$ cat config.mk
export PLATFORM = sky130hd
export DESIGN_NAME = debounce_input
export DESIGN_NICKNAME = d
export VERILOG_FILES = /design/src/rtl/debounce_input.sv
export SDC_FILE = /design/constraint.sdc
export NUM_CORES = 1
export LEC_CHECK = 0
export ABC_AREA = 1
export ABC_CLOCK_PERIOD_IN_PS = 1700
export CAP_MARGIN = 25
export CELL_PAD_IN_SITES_DETAIL_PLACEMENT = 0
export CELL_PAD_IN_SITES_GLOBAL_PLACEMENT = 1
export CORE_AREA = 2 2 39 41
export CTS_BUF_LIST = sky130_fd_sc_hd__clkbuf_8
export DETAILED_ROUTE_END_ITERATION = 8
export DIE_AREA = 0 0 41 43
export PLACE_DENSITY = 0.39
export SETUP_SLACK_MARGIN = 0.3
export SYNTH_ARGS = -nofsm -noshare
export SYNTH_HDL_FRONTEND = slang
export SYNTH_SLANG_ARGS = --single-unit
$ cat constraint.sdc
create_clock -name clk -period 1.7 [get_ports clk]
set_clock_uncertainty 0.2 [all_clocks]
set_input_delay 0.51 -clock clk [delete_from_list [all_inputs] [get_ports clk]]
set_output_delay 0.51 -clock clk [all_outputs]
set_load 0.005 [all_outputs]
$ cat src/rtl/debounce_input.sv
// debounce_input: synchronizes a bouncy asynchronous level and only passes a change once it is stable.
// Latency: CNT_MAX+2 clk edges from the first edge sampling a stable new raw_in to clean (CNT_MAX+1 without sync2).
// Backpressure: none; free-running level filter, busy marks a change that is still being qualified.
//
// Ports:
//   clk    in   1  sole clock, rising edge
//   rst    in   1  asynchronous, active-high reset
//   raw_in in   1  asynchronous bouncy level (button or switch)
//   clean  out  1  debounced clk-synchronous level (registered)
//   busy   out  1  high while a candidate change is being counted (cnt != 0)
//
// Build option: define DEBOUNCE_SYNC2_EN to add the second synchronizer flop (sync2).
// Without it the filter works directly on sync1 and latency drops by one edge.
// CNT_MAX legal range: 2..65535.
module debounce_input #(
  parameter int unsigned CNT_MAX = 4
) (
  input  logic clk,
  input  logic rst,
  input  logic raw_in,
  output logic clean,
  output logic busy
);

  // Counter only has to reach CNT_MAX-1, so $clog2(CNT_MAX) bits suffice.
  localparam int unsigned CNT_W = ($clog2(CNT_MAX) == 0) ? 1 : $clog2(CNT_MAX);
  localparam logic [CNT_W-1:0] CNT_LAST = CNT_W'(CNT_MAX - 1);

  // ---------------------------------------------------------------------------
  // Synchronizer
  // ---------------------------------------------------------------------------
  logic sync1_d;
  logic sync1_q;
  logic stage;   // synchronized level seen by the qualification logic

  always_comb begin
    sync1_d = raw_in;
  end

  always_ff @(posedge clk or posedge rst) begin
    if (rst) begin
      sync1_q <= 1'b0;
    end else begin
      sync1_q <= sync1_d;
    end
  end

`ifdef DEBOUNCE_SYNC2_EN
  logic sync2_d;
  logic sync2_q;

  always_comb begin
    sync2_d = sync1_q;
  end

  always_ff @(posedge clk or posedge rst) begin
    if (rst) begin
      sync2_q <= 1'b0;
    end else begin
      sync2_q <= sync2_d;
    end
  end

  assign stage = sync2_q;
`else
  assign stage = sync1_q;
`endif

  // ---------------------------------------------------------------------------
  // Qualification counter and debounced level
  // ---------------------------------------------------------------------------
  logic             clean_d;
  logic             clean_q;
  logic [CNT_W-1:0] cnt_d;
  logic [CNT_W-1:0] cnt_q;

  always_comb begin
    clean_d = clean_q;
    cnt_d   = cnt_q;
    if (stage == clean_q) begin
      // Input is back at (or still at) the clean level: drop any partial count.
      cnt_d = '0;
    end else if (cnt_q >= CNT_LAST) begin
      // CNT_MAX-th consecutive differing edge: accept the new level.
      // The >= (rather than ==) keeps cnt from ever wrapping.
      clean_d = stage;
      cnt_d   = '0;
    end else begin
      cnt_d = cnt_q + 1'b1;
    end
  end

  always_ff @(posedge clk or posedge rst) begin
    if (rst) begin
      clean_q <= 1'b0;
      cnt_q   <= '0;
    end else begin
      clean_q <= clean_d;
      cnt_q   <= cnt_d;
    end
  end

  // Both outputs come straight from flops (busy is a decode of cnt_q only),
  // so neither can glitch on raw_in activity.
  assign clean = clean_q;
  assign busy  = (cnt_q != '0);

endmodule

# Word-level counts from Yosys, hierarchy flattened
# Cells that the tools add are included.
[op_classes]
n_addsub = 1
n_eq_ne = 1
order_cmp = 1
n_bitwise = 1
muxes = 2
reduce_logical = 2
[op_table]
columns = ["cell", "count"]
rows = [
  ["$mux 2", 2],
  ["$add 2x1->2 const B", 1],
  ["$ge 2x2->1 const B", 1],
  ["$reduce_and 2->1", 1],
  ["$reduce_bool 2->1", 1],
  ["$eq 1x1->1", 1],
  ["$not 1->1", 1],
]
[word_totals]
wordCells = 11
regBits = 4

# Depth between registers and ports, before layout
[logic_depth]
word_depth = 3
depth_mapped = 4
mapped_depth_nobuf = 4

# Worst setup path before layout
# No wires, ideal clock.
[synth_timing]
path_type = "register -> output"
start = "reg cnt_q[0]"
end = "out busy"
stages_incl_launch_ff = 4
required_ns = 0.990
setup_slack_ns = 0.381
arrival_ns = 0.609
path_cell_list = "dfrtp_1 -> inv_1 -> ha_1 -> inv_1"
[synth_between]
elab_chain_len = 1
[synth_lines]
columns = ["item", "line_no", "text"]
rows = [
  ["from (decl)", "75", "logic [CNT_W-1:0] cnt_q;"],
  ["from (signal assigned)", "99", "cnt_q <= cnt_d;"],
  ["$reduce_bool 2->1", "106", "assign busy = (cnt_q != '0);"],
  ["to (decl)", "22", "output logic busy"],
]
# Every way passes these cells.

# Worst setup path in the final report
[layout_timing]
start = "reg cnt_q[1]"
end = "out busy"
# Same word-level chain as after synthesis.

==> impl_metrics.py <==
metrics = {
    "power": {
        "power.density_nw_per_um2": 1690,
        "sw_frac_of_total_pct": 26.8,
        "switchingPower_uw": 144,
        "p_comb_share_pct": 36.8,
        "p_leak_uw": 0.000172,
        "internal_power_uw": 395,
        "ir_worst_vdd_mv": 0.526,
        "clock_power_share_pct": 36.6,
        "seqPwrFrac_pct": 26.6,
    },
    "final_layout": {
        "nFillCells": 160,
        "syn_to_final_growth_pct": 72.3,
        "drive_above_1_share_pct": 36.4,
        "nets": 40,
        "antennaDiodeCount": 0,
        "fin_util_pct": 23.1,
    },
    "placed_design": {
        "placement.io_buffers": 4,
        "gp_congestion": 0.613,
        "dp_hpwl_um": 259,
    },
    "clocking": {
        "clock_latency_ns": 0.22,
        "clock-root-buffer": "clkbuf_8",
        "clock_sinks": 4,
        "clkSlewWorstSetupHoldPaths_ns": 0.03,
        "cts-htree-levels": 1,
        "cts_made_buffers": 3,
        "cts_tree": "done",
        "hold_buffers": 0,
        "clockBufferDepth": 2,
    },
    "sta": {
        "min_period_ns": 1.65,
        "tightestPinTransition_ns": 0.153,
        "max_clock_freq_mhz": 607,
        "slew_violations": 0,
        "slew_headroom_pct": 89.7,
        "fin_crit_sh_pct": 97.0,
        "fin_hold_ws_ns": 0.283,
        "setup_viol": 0,
        "finalHoldViolCount": 0,
        "grt_setup_unrepaired": "yes",
    },
    "setup_path": {
        "crit_path_end_kind": "output port",
        "crit_fanout": 2,
        "critPathRequiredTime_ns": 0.99,
        "crit_type": "reg -> out",
        "startpoint_type": "flip-flop",
        "r2r_slack_ns": 0.36,
        "worstPathArrival_ns": 0.94,
    },
    "routing": {
        "antenna_left": 0,
        "drt_wl_total_um": 359,
        "drc": 0,
        "wl_per_cell_um": 7.33,
        "route.vias.total": 165,
        "drtIter0Drc": 0,
        "dr.pass1.iters": 1,
        "avgViaCountPerCell": 3.37,
    },
    "floorplan": {
        "top_level_ports": 5,
        "coreArea_um2": 1380,
        "die_w_um": 41,
        "dieHeight_um": 43,
        "die-area_um2": 1760,
        "fp-row-count": 14,
        "initial_core_util_pct": 13.4,
    },
    "logic_synthesis": {
        "ys_seq_elements": 4,
        "seq_area_frac_synth_pct": 54.1,
        "netlist_area_um2": 185,
        "avgSynthCellArea_um2": 8.82,
        "syn_inst": 21,
        "yosysWarnings": 0,
        "synth_cell_type_count": 7,
        "synthesis.nets": 26,
    },
    "min_path": {
        "hp-class": "in -> async",
    },
    "global_route": {
        "grt_pass1_wl_um": 648,
        "grt_max_degree": 5,
        "overflow": 0,
        "grt_antenna_before_repair": 0,
        "grt_pass1_vias": 164,
        "grt_usage_pct": 6.55,
    },
    "outcome": {
        "status": "finished clean",
    },
    "run": {
        "max_cap_violations": 0,
    },
}
## layer usage
metal / vias to the layer above / track usage [%] / part of all wire [%]
li1: 82 / - / -
met1: 74 / 6.17 / 43
met2: 7 / 7.81 / 45
met3: 2 / 6.28 / 8.6
met4: 0 / 6.00 / 2.2
met5: - / 0 / 0
## flip-flops by register name (all words and copies together), names as in the netlist
signal and count:
clean 1, cnt_q 2, stage 1
## through the flow
stage	worst slack, ns	power (uW)	cells	area (um^2)	TNS [ns]
after detailed placement	-0.0979	324	43	260	-0.0979
after global placement	-0.0967	323	43	260	-0.0967
after floorplan	0.381	225	21	185	0
after CTS	0.0348	551	49	317	0
after global routing	0.000721	595	49	319	0
final	0.0518	539	49	319	0
## cells in the final DEF, fill, tap and decap left out
cell	count
o21ai_0	1
buf_4	5
buf_2	2
ha_2	2
dfrtp_1	4
nor2_1	2
inv_1	7
clkdlybuf4s50_1	2
clkbuf_8	3
nand2_1	4
or2_0	1
## area by class of cell
cell class                      instances  area, um^2  area share, %
Multi-Input combinational cell         10        63.8           20.0
Inverter                                7        26.3           8.24
Clock buffer                            3        41.3           12.9
Timing Repair Buffer                    9        67.6           21.2
Tap cell                               16        20.0           6.27
Sequential cell                         4         100           31.4
## worst paths after layout
kind                                      endpoint  depth (start not counted)          startpoint
worst max-delay path                          busy                          4  cnt_q[1]$_DFF_PP0_
worst min-delay path            cnt_q[0]$_DFF_PP0_                          2                 rst
worst max register to register  cnt_q[0]$_DFF_PP0_                          5  cnt_q[0]$_DFF_PP0_
worst min register to register   clean$_DFFE_PP0P_                          2     stage$_DFF_PP0_
max in group asynchronous          stage$_DFF_PP0_                          2                 rst
min in group clk                 clean$_DFFE_PP0P_                          2     stage$_DFF_PP0_
## cells by family after synthesis
group	share of synthesized area, %
AO/OA/AOI/OAI	2.70
adder cells (fa/ha/maj)	13.5
buffers and inverters	14.2
flip-flops	54.1
AND/OR/NAND/NOR	15.5
## cells in the mapped netlist
cell | instances | area [um^2]
dfrtp_1 | 4 | 100
o21ai_0 | 1 | 5.00
nor2_1 | 2 | 7.51
nand2_1 | 4 | 15.0
inv_1 | 7 | 26.3
or2_0 | 1 | 6.26
ha_1 | 2 | 25.0
## worst max-delay path, stage by stage, from the launching register on
cell and delay [ns]:
dfrtp_1 0.37, inv_1 0.06, ha_2 0.15, inv_1 0.03, buf_2 0.11
## power groups by stage
stage	clock network, uW	registers (uW)	logic [uW]
floorplan	0	147	77.5
global placement	0	148	175
detailed placement	0	148	175
CTS	204	144	203
global route	214	149	233
finish	197	143	198
## repair_timing
| action | in CTS | in global routing |
|---|---|---|
| buffers inserted | 3 | 0 |
| gates resized for setup | 9 | 1 |
| pin swaps | 1 | 1 |
| setup endpoints to repair | 2 | 3 |
Note: power is estimated with default switching activity, not from simulation.
==> RTL change 1 (config.mk and constraints unchanged) <==
The parameter `CNT_MAX` goes from 4 to 8.
--- a/src/rtl/debounce_input.sv
+++ b/src/rtl/debounce_input.sv
@@ -13,7 +13,7 @@
 // Without it the filter works directly on sync1 and latency drops by one edge.
 // CNT_MAX legal range: 2..65535.
 module debounce_input #(
-  parameter int unsigned CNT_MAX = 4
+  parameter int unsigned CNT_MAX = 8
 ) (
   input  logic clk,
   input  logic rst,
Function: changed (Yosys sat finds a counterexample within 10 cycles, from zero or initial values and one cycle with rst high).
==> RTL change 1 against the unedited design <==
  * Worst setup slack worse by 0.018 ns
  * Utilization up 9.6 points
  * Power grew 32%
  * Via count up 31%
  * Synthesized cell count is 43% higher
  * Wire length rose by 27%
  * Highest routed layer is now met3
  * Global-route usage is 0.52 points higher
  * Synthesized area up 36%
  * Sequential cell count rose by 1
  * Clock power is 8% higher
  * Final area is 42% higher
  * Fmax decreased by 1.1%
==> RTL change 1: results (changes against the unedited design) <==
Status
  – Status: complete, no violations (unchanged)

Global routing
  – Maximum number of pins on one net before global-route repair: 6 (was 5)
  – Global-route track usage on met3: 0.0314 (was 0.0628)
  – M1 GR Usage: 0.0719 (was 0.0617)
  – First-pass GRT wire length: 786 um (was 648 um)

Placement
  – Final Wtd Congestion: 0.727 (was 0.613)
  – Placed Instance Area: 342 um^2 (was 260 um^2)
  – Placed cells: 54 (was 43)
  – Pre-CTS setup slack: -0.121 ns (was -0.0979 ns)

Drt
  – Top layer in use: met3 (was met4)
  – Met2 WL post-DR: 262 um (was 163 um)
  – DRT Pass-1 Iters: 2 (was 1)
  – M1 wire length: 176 um (was 156 um)
  – Routed wire length: 457 um (was 359 um)
  – Via count: 216 (was 165)
  – Routed length on met3: 18 um (was 31 um)

Pwr
  – Leakage power: 0.231 nW (was 0.172 nW)
  – Sequential share of power: 0.249 (was 0.266)
  – Switching pwr: 217 uW (was 144 uW)
  – VDD IR max: 538 uV (was 526 uV)

Worst setup path
  – Worst R2R Path Depth: 6 (was 5)
  – Reg-to-reg endpoint: cnt_q[2]$_DFF_PP0_ (was cnt_q[0]$_DFF_PP0_)

STA
  – Worst-Margin Slew: 0.185 ns (was 0.153 ns)

Final layout
  – Layout cells sized above 1: 0.477 (was 0.364)

Synthesis
  – Syn Area/Cell: 8.38 um^2 (was 8.82 um^2)
  – Top cells by area, synth: dfrtp_1 50%, ha_1 15%, inv_1 12% (was dfrtp_1 54%, inv_1 14%, ha_1 14%)
  – Most instantiated cells after synthesis: 8 x inv_1, 7 x nand2_1, 5 x dfrtp_1 (was 7 x inv_1, 4 x dfrtp_1, 4 x nand2_1, 2 x ha_1, 2 x nor2_1)
## RTL change 1: through the flow
| step | hold slack, ns | util |
|---|---|---|
| floorplan | 0.0885 | - |
| global placement | 0.304 | 0.247 |
| detailed placement | 0.296 | 0.247 |
| CTS | 0.292 | 0.300 |
| global route | 0.314 | 0.326 |
| finish | 0.286 | 0.326 |
## RTL change 1: worst max-delay path by stage
stage	slack [ns]	end	cells after the start	from
3_3_place_gp	-0.12	busy	4	cnt_q[0]$_DFF_PP0_
6_report	0.03	busy	4	cnt_q[0]$_DFF_PP0_
5_1_grt	-0.01	busy	4	cnt_q[0]$_DFF_PP0_
3_5_place_dp	-0.12	busy	4	cnt_q[0]$_DFF_PP0_
4_1_cts	0.03	busy	4	cnt_q[0]$_DFF_PP0_
2_1_floorplan	0.35	busy	3	cnt_q[0]$_DFF_PP0_
## RTL change 1: cell families after synthesis
| kind of cell | count (synthesis) | synth area share |
|---|---|---|
| fa+ha+maj | 3 | 0.149 |
| buf+inv | 8 | 0.119 |
| flops | 5 | 0.498 |
| simple gates | 14 | 0.234 |
## RTL change 1: cell type report
cell class                      instances  area, um^2  area share
Clock buffer                            3        41.3      0.0914
Clock inverter                          1        3.75     0.00831
Inverter                                8        32.5      0.0720
Multi-Input combinational cell         17         144       0.319
Sequential cell                         5         125       0.277
Tap cell                               16        20.0      0.0443
Timing Repair Buffer                   10        85.1       0.188
## RTL change 1: what timing repair did
action                     in CTS  in global routing
gates cloned                    0                  0
hold buffers                    0                  0
buffers inserted                2                  0
pin swaps                       3                  2
setup endpoints to repair       5                  5
resized for setup              17                  6
## RTL change 1: critical path, delay by kind of cell (launching register included)
family,cells,cell delay [ns]
flip-flops,1,0.38
AND/OR/NAND/NOR,1,0.04
adder cells (fa/ha/maj),1,0.13
buffers and inverters,2,0.18
==> RTL change 2 (config.mk and constraints unchanged) <==
Made on the original files. Register the output `clean` once more, cleared by the reset; this adds one clock of latency there. The other outputs are not delayed to match. Comments in the files are not updated.
--- a/src/rtl/debounce_input.sv
+++ b/src/rtl/debounce_input.sv
@@ -102,7 +102,13 @@
 
   // Both outputs come straight from flops (busy is a decode of cnt_q only),
   // so neither can glitch on raw_in activity.
-  assign clean = clean_q;
+  always_ff @(posedge clk or posedge rst) begin
+    if (rst) begin
+      clean <= '0;
+    end else begin
+      clean <= clean_q;
+    end
+  end
   assign busy  = (cnt_q != '0);
 
 endmodule
Function: changed (Yosys sat finds a counterexample within 10 cycles, from zero or initial values and one cycle with rst high).
==> RTL change 2 against the unedited design <==
  * Power up 3.6%
  * Register-to-register slack worse by 0.08 ns
  * Synthesized area up 14%
  * Largest power group is now clock
  * Synthesized cell count up 4.8%
  * Cell count unchanged
  * Sequential power up 28%
  * Final area up 2.7%
  * Worst setup slack better by 0.011 ns
  * Wire length down 0.56%
  * Sequential cell count up 1
  * Hold slack worse by 0.087 ns
==> RTL change 2: results (changes against the unedited design) <==
Drt
  – Via count: 158 (was 165)
  – Drt initial violations: 1 (was 0)
  – Routed wire length: 357 um (was 359 um)
  – M1 wire length: 157 um (was 156 um)
  – DRT Pass-1 Iters: 2 (was 1)
  – Routed length on met3: 36 um (was 31 um)
  – Vias/cell: 3.22 (was 3.37)
  – Top layer in use: met4 (unchanged)
  – Met2 WL post-DR: 154 um (was 163 um)

Pwr
  – Clk pwr share: 0.378 (was 0.366)
  – Leakage power: 0.184 nW (was 0.172 nW)
  – P_seq: 183 uW (was 143 uW)
  – VDD IR max: 644 uV (was 526 uV)
  – Design internal power: 408 uW (was 395 uW)
  – Sequential share of power: 0.327 (was 0.266)

Worst setup path
  – R2r setup slk: 0.28 ns (was 0.36 ns)
  – Slowest CP cell: dfrtp_1 (unchanged)
  – Slowest stage delay, CP: 0.35 ns (was 0.37 ns)

Synthesis
  – Register area share after synthesis: 0.595 (was 0.541)
  – Post-Synth Adder-Cell Area: 0.119 (was 0.135)
  – Top cells by area, synth: dfrtp_1 60%, inv_1 13%, ha_1 12% (was dfrtp_1 54%, inv_1 14%, ha_1 14%)
  – Syn Nets: 27 (was 26)
  – Most instantiated cells after synthesis: 7 x inv_1, 5 x dfrtp_1, 4 x nand2_1, 2 x ha_1, 2 x nor2_1 (was 7 x inv_1, 4 x dfrtp_1, 4 x nand2_1, 2 x ha_1, 2 x nor2_1)
  – Compound-Gate Fraction of Synth Area: 0.0238 (was 0.0270)
  – FFs w/ async S/R, synth: 1.00 (unchanged)
  – Synth Instances: 22 (was 21)

Placement
  – Placed cells: 44 (was 43)
  – Final Wtd Congestion: 0.679 (was 0.613)
  – Placed Instance Area: 285 um^2 (was 260 um^2)
  – Hpwl dp: 258 um (was 259 um)
  – Pre-CTS setup slack: -0.0947 ns (was -0.0979 ns)

Clocking
  – Clock latency on the worst-skew pair: 0.22 ns (about the same)
  – Number of gates resized after CTS: 8 (was 9)
  – H-tree levels: 1 (unchanged)
  – Post-CTS setup buffers: 0 (was 3)

STA
  – Post-route worst setup slack: 0.0624 ns (was 0.0518 ns)
  – Finish-stage setup viols: 0 (unchanged)
  – WHS: 0.196 ns (was 0.283 ns)
  – Worst-Margin Slew: 0.197 ns (was 0.153 ns)

Global routing
  – Global Route Usage Sum: 0.0567 (was 0.0655)
  – Maximum number of pins on one net before global-route repair: 6 (was 5)
  – Vias in the first global route: 142 (was 164)
  – GR Util met2: 0.0625 (was 0.0781)
  – Initial antenna violation count: 0 (unchanged)
  – M1 GR Usage: 0.0594 (was 0.0617)
  – First-pass GRT wire length: 565 um (was 648 um)

Final layout
  – Nets: 39 (was 40)
  – Layout cells sized above 1: 0.242 (was 0.364)
  – Final Cell Area: 328 um^2 (was 319 um^2)
  – Fillcell total: 162 (was 160)
  – Largest register FFs: 2 (unchanged)
  – Top reg by flops: cnt_q (unchanged)

Hold path
  – Hold Crit Class: reg2reg (was in2async)

Status
  – Status: complete, no violations (unchanged)
RTL change 2: cell type report:
| cell class | count | area share |
|---|---|---|
| Sequential cell | 5 | 0.382 |
| Inverter | 7 | 0.0802 |
| Clock inverter | 1 | 0.0115 |
| Timing Repair Buffer | 7 | 0.160 |
| Multi-Input combinational cell | 10 | 0.179 |
| Tap cell | 16 | 0.0611 |
| Clock buffer | 3 | 0.126 |
RTL change 2: path summary, 6_finish.rpt:
| check | start | endpoint | cells past startpoint |
|---|---|---|---|
| max in group asynchronous | rst | stage$_DFF_PP0_ | 2 |
| worst max register to register | cnt_q[0]$_DFF_PP0_ | cnt_q[0]$_DFF_PP0_ | 5 |
| worst min register to register | clean_q$_DFFE_PP0P_ | clean$_DFF_PP0_ | 0 |
| worst max-delay path | cnt_q[0]$_DFF_PP0_ | busy | 4 |
| min in group asynchronous | rst | cnt_q[1]$_DFF_PP0_ | 2 |
| worst min-delay path | clean_q$_DFFE_PP0P_ | clean$_DFF_PP0_ | 0 |
